`src/rtl/dict_decompressor.sv`:
```
// Dictionary decompressor: expands a token stream of literals and dictionary keys into
// LANES-wide output words, with one word held in a registered valid/ready output stage.
module dict_decompressor #(
    parameter int unsigned KEY_WIDTH = 4,
    parameter int unsigned VAL_WIDTH = 8,
    parameter int unsigned LANES     = 4
) (
    input  logic                       clk,
    input  logic                       reset,
    input  logic                       in_valid,
    output logic                       in_ready,
    input  logic                       in_is_key,
    input  logic [VAL_WIDTH-1:0]       in_data,
    input  logic                       in_last,
    output logic [KEY_WIDTH-1:0]       dict_key_out,
    input  logic [VAL_WIDTH-1:0]       dict_val_in,
    output logic                       out_valid,
    input  logic                       out_ready,
    output logic [LANES*VAL_WIDTH-1:0] out_data,
    output logic                       out_last,
    output logic [15:0]                word_count,
    output logic [15:0]                key_count
);

    localparam int unsigned LaneW = (LANES > 1) ? $clog2(LANES) : 1;
    localparam int unsigned WordW = LANES * VAL_WIDTH;

    logic [LaneW-1:0]     lane_q, lane_d;
    logic [WordW-1:0]     asm_q, asm_d;
    logic [WordW-1:0]     out_data_q, out_data_d;
    logic                 out_valid_q, out_valid_d;
    logic                 out_last_q, out_last_d;
    logic [15:0]          word_cnt_q, word_cnt_d;
    logic [15:0]          key_cnt_q, key_cnt_d;

    logic                 accept;
    logic                 out_hs;
    logic                 complete;
    logic [VAL_WIDTH-1:0] value;
    logic [WordW-1:0]     filled;

    assign dict_key_out = in_data[KEY_WIDTH-1:0];
    assign in_ready     = !out_valid_q || out_ready;
    assign accept       = in_valid && in_ready;
    assign out_hs       = out_valid_q && out_ready;
    assign value        = in_is_key ? dict_val_in : in_data;
    assign complete     = accept && ((lane_q == LaneW'(LANES - 1)) || in_last);

    always_comb begin
        filled = asm_q;
        filled[int'(lane_q)*VAL_WIDTH +: VAL_WIDTH] = value;

        lane_d      = lane_q;
        asm_d       = asm_q;
        out_data_d  = out_data_q;
        out_valid_d = out_valid_q;
        out_last_d  = out_last_q;
        word_cnt_d  = word_cnt_q + (out_hs ? 16'd1 : 16'd0);
        key_cnt_d   = key_cnt_q + ((accept && in_is_key) ? 16'd1 : 16'd0);

        if (out_hs) begin
            out_valid_d = 1'b0;
        end

        if (accept) begin
            if (complete) begin
                // A completing accept reloads the output even in a handshake cycle.
                lane_d      = '0;
                asm_d       = '0;
                out_data_d  = filled;
                out_last_d  = in_last;
                out_valid_d = 1'b1;
            end else begin
                lane_d = lane_q + LaneW'(1);
                asm_d  = filled;
            end
        end
    end

    always_ff @(posedge clk) begin
        if (reset) begin
            lane_q      <= '0;
            asm_q       <= '0;
            out_data_q  <= '0;
            out_valid_q <= 1'b0;
            out_last_q  <= 1'b0;
            word_cnt_q  <= '0;
            key_cnt_q   <= '0;
        end else begin
            lane_q      <= lane_d;
            asm_q       <= asm_d;
            out_data_q  <= out_data_d;
            out_valid_q <= out_valid_d;
            out_last_q  <= out_last_d;
            word_cnt_q  <= word_cnt_d;
            key_cnt_q   <= key_cnt_d;
        end
    end

    assign out_valid  = out_valid_q;
    assign out_data   = out_data_q;
    assign out_last   = out_last_q;
    assign word_count = word_cnt_q;
    assign key_count  = key_cnt_q;

endmodule

```
`config.mk`:
```
export PLATFORM = sky130hd
export DESIGN_NAME = dict_decompressor
export DESIGN_NICKNAME = d
export VERILOG_FILES = /design/src/rtl/dict_decompressor.sv
export SDC_FILE = /design/constraint.sdc
export NUM_CORES = 1
export LEC_CHECK = 0
export CAP_MARGIN = 0
export CORE_AREA = 2 2 98 100
export DETAILED_ROUTE_END_ITERATION = 16
export DIE_AREA = 0 0 100 102
export GPL_TIMING_DRIVEN = 0
export PLACE_DENSITY = 0.79
export SYNTH_ARGS = -nofsm -noshare
export SYNTH_HDL_FRONTEND = slang
export SYNTH_SLANG_ARGS = --single-unit
```
`constraint.sdc`:
```
create_clock -name clk -period 3.43 [get_ports clk]
set_clock_uncertainty 0.2 [all_clocks]
set_input_delay 0.8575 -clock clk [delete_from_list [all_inputs] [get_ports clk]]
set_output_delay 0.8575 -clock clk [all_outputs]
set_load 0.02 [all_outputs]
```
Word-level counts from Yosys, hierarchy flattened
Cells that the tools add are included.

Register bits: 100. Input port bits: 22. Output and inout port bits: 71.

Add/sub/neg operators: 4. Equality and inequality tests: 1. Shifts and indexed selects: 2. Mux-type cells: 9. Reduce and logical (&&, ||, !) cells: 8.

Operators by type and width (count): $neg A5 Y34 (1); $shift A8 B34 Y32 const A (1); $shiftx A8 B34 Y32 (1); $add A16 B1 Y16 (2); $bwmux W32 (1); $mux W32 (1); $mux W8 (1); $mux W1 (5); $logic_and A1 B1 Y1 (4); $add A2 B1 Y2 const B (1); $eq A2 B2 Y1 const B (1); $logic_or A1 B1 Y1 (2); $mux W2 (1); $reduce_and A2 Y1 (1); $logic_not A1 Y1 (1).

Depth between registers and ports, before layout
Word-level depth: 6. Gate-level depth with buffers: 10. Depth with buffers taken out: 7.

Least setup slack after synthesis
No wires, ideal clock.

Path kind: in2reg. Start point: input port out_ready. End point: register key_cnt_q[12], in the netlist key_count[12]. Library setup time: 0.121 ns. Data arrival time: 2.668 ns. Required time: 3.109 ns. Path slack: 0.441 ns. Cell stages on the path: 10. Cells stage by stage: nor2b_1 > buf_2 > inv_4 > buf_2 > and3_1 > ha_1 > nand2_1 > buf_2 > nor4_1 > mux2_2.

Longest elaborated chain between the ends: 5.

Ends and longest elaborated chain: start, declared (RTL line 18) `input logic out_ready,`; $logic_or A1 B1 Y1 (RTL line 43) `assign in_ready = !out_valid_q || out_ready;`; via in_ready (RTL line 11) `output logic in_ready,`; $logic_and A1 B1 Y1 (RTL line 44) `assign accept = in_valid && in_ready;`; $logic_and A1 B1 Y1 (RTL line 59) `key_cnt_d = key_cnt_q + ((accept && in_is_key) ? 16'd1 : 16'd0);`; $mux W1 (RTL line 59); $add A16 B1 Y16 (RTL line 59); end signal, assigned (RTL line 96) `key_cnt_q <= key_cnt_d;`; end, declared (RTL line 34) `logic [15:0] key_cnt_q, key_cnt_d;`.

The timed path passes the listed nets, and every way through them passes these cells. A chain may end at the register's enable or synchronous reset.

Worst setup path after layout
Start point: input port out_ready. End point: output port in_ready.

Longest elaborated chain between the ends: 1.

Ends and longest elaborated chain (RTL line): $logic_or A1 B1 Y1 (43); end, declared (11).

Every way passes these cells.

==> results_dict.tcl <==
set metrics [dict create \
    final-hold-violation-count 0 \
    achievable-frequency_mhz 317 \
    cts_max_level 3 \
    place_hpwl_um 8780 \
    setup_tns_ns 0 \
    synthCells 484 \
    pins_over_their_slew_limit 0 \
    design.die.area_mm2 0.0102 \
    power.static_leakage_nw 2.11 \
    synth_compound_area_frac 0.230 \
    holdCritPathClass "flop to flop" \
    grt-ovfl-total 0 \
    fin_nets 614 \
    design.portCount 93 \
    row_count 35 \
    layout.filler_cells 786 \
    worst_ep_arrival_time_ns 2.09 \
    cts-root-to-sink-buffers 2 \
    wl_per_cell_um 17.5 \
    timing.critical_path.from_type "input port" \
    cp_data_required_time_ns 2.37 \
    path_max_fanout 17 \
    top_layer_used "met4" \
    cts_num_sinks 100 \
    grt_max_degree 16 \
    antenna_found_initial 0 \
    mostFrequentLayoutCells "100 x dfxtp_1, 88 x clkdlybuf4s50_1, 41 x a21oi_1" \
    core_mm2 0.00911 \
    number_of_cts_inserted_buffers 9 \
    worst-setup-path-type "input port to primary output" \
    antenna_cells 0 \
    postSynthRegisterBits 100 \
    chipHeight_um 102 \
    count_of_yosys_warnings_during_synthesis 0 \
    routed_wirelength_um 12300 \
    clk-insertion-delay-late_ns 0.37 \
    layout_worst_path_cycle_share 0.918 \
    clk_pin_slew_worst_paths_ns 0.09 \
    tritoncts_clock_tree "yes" \
    final_core_util 0.645 \
    synthSimpleGateAreaFrac 0.188 \
    layout_commonest_cell "dfxtp_1" \
    routed_vias 4156 \
    max-vdd-ir-drop_mv 0.324 \
    synthesis.nets 515 \
    drt-vias-per-instance 5.95 \
    count_of_flip_flops_with_a_built_in_enable_after_synthesis 0 \
    status "finished clean" \
    drt_first_pass_iters 4 \
    endpoint_kind "primary output" \
    die_w_um 100 \
    final.min_clock_period_ns 3.15 \
    rsz0062_at_grt "no" \
    tightest_slew_ns 0.549 \
    synth-adder-area-share 0.0243 \
    syn_area_mm2 0.00464 \
    layout_area_overhead_pct 26.5 \
    pwr_density_cell_mw_per_mm2 396 \
    synth_xor_xnor_area_share 0.0132 \
    place_congestion 0.886 \
    global_route_wire_length_before_repair_um 20100 \
    root_buffer "clkbuf_8" \
    antenna_violating_nets_post_route 0 \
    yosys-mux-area-fraction 0.0585 \
    synth_sequential_area_ratio 0.431 \
    synth_cell_types 44 \
    met1_length_um 5370 \
    synth_top_flop_cell "dfxtp_1" \
    vias_in_the_first_global_route 4139 \
    dominant_combinational_cell_family_by_area_after_synthesis "compound AO/OA/AOI/OAI gates" \
    port_buffers 89 \
    finalSetupViolations 0 \
    number_of_design_rule_violations_left_after_detail_routing 0 \
    max-slew-margin-rel 0.633 \
    postSynthAreaPerCell_um2 9.59 \
    synth-async-reset-ratio 0 \
    layout_cells_sized_above_1 0.129 \
    start_util 0.510 \
    routed-wl-met3_um 541 \
    pnr_total_power_mw 2.32 \
    cap_viol_max_count 0 \
    detailedRoute.firstIterationViolations 177 \
    met2RoutedLength_um 6150 \
    grt.total_usage 0.247 \
]
stage by stage:
step / hold slack, ns / cells / cell area (µm²) / setup slack (ns)
6_report: 0.259 / 699 / 5870 / 0.280
5_1_grt: 0.271 / 699 / 5870 / 0.157
4_1_cts: 0.264 / 700 / 5870 / 0.108
3_5_place_dp: 0.241 / 684 / 5670 / -0.265
3_3_place_gp: 0.236 / 684 / 5670 / -0.214
2_1_floorplan: 0.224 / 484 / 4640 / 0.441
cell usage after synthesis, types with 5 or more instances:
master	instances	share of area
mux2_2	15	0.036
a31oi_1	32	0.043
o31ai_1	9	0.015
clkbuf_1	8	0.0065
nand3_1	9	0.0097
o2bb2ai_1	24	0.045
dfxtp_1	100	0.43
xor2_1	5	0.0094
a21oi_1	41	0.044
buf_4	8	0.013
or3_1	8	0.011
nand2_1	16	0.013
buf_2	19	0.020
nand4_1	7	0.0094
inv_1	11	0.0089
o21ai_0	15	0.016
a211oi_1	24	0.039
nor2_1	20	0.016
and2_1	9	0.012
ha_1	9	0.024
or4_1	8	0.013
mux2i_1	8	0.017
a311oi_1	8	0.015
nor4_1	7	0.0094
nor2b_1	32	0.043
what timing repair did:
action                                  CTS  global route
buffers inserted                          0             0
endpoints found under the setup margin    1             3
hold buffers                              0             0
resized for setup                         1             1
routing by layer:
layer | GRT usage | vias to the layer above
li1 | - | 2011
met1 | 0.303 | 2009
met2 | 0.435 | 115
met3 | 0.0458 | 21
met4 | 0.0896 | 0
met5 | 0 | -
path summary, 6_finish.rpt:
check / slack [ns] / endpoint / startpoint / cells past startpoint
hold reg to reg: 0.26 / asm_q[27] / asm_q[27] / 1
setup reg to reg: 0.86 / key_count[12] / out_valid / 9
hold / removal: 0.26 / asm_q[27] / asm_q[27] / 1
setup / recovery: 0.28 / in_ready / out_ready / 5
where the power goes:
part           internal, mW  switching, mW
Combinational         0.143          0.189
Clock                 0.375          0.401
Sequential             1.19         0.0219
Total                  1.71          0.611
cells by family (layout without fill, tap and decap cells):
kind of cell / count (synthesis) / after routing
xor gates and xnor gates: 7 / 7
buffers and inverters: 50 / 154
adders and majority gates: 9 / 9
muxes: 25 / 25
and+or+nand+nor: 136 / 136
DFF: 100 / 100
AOI/OAI and AO/OA: 157 / 157
final cells by class:
class	count	area [µm²]	share of cell area
flip-flops and latches	100	2000	0.341
clock buffers	12	155	0.0264
repair buffers	89	890	0.152
well taps	111	139	0.0237
plain buffers	37	200	0.0341
clock inverters	4	47.5	0.00810
multi-input cells	334	2390	0.407
inverters	12	47.5	0.00810
registers in the layout (all words and copies together), names as in the netlist:
signal / count
lane_q: 2
asm_q: 32
key_count: 16
word_count: 16
out_last: 1
out_valid: 1
out_data: 32
worst max-delay path, stage by stage:
cell and delay (ns):
clkdlybuf4s50_1 0.47, nor2b_1 0.05, buf_2 0.16, inv_4 0.18, dlygate4sd2_1 0.36
Note: power is estimated with default switching activity, not from simulation.
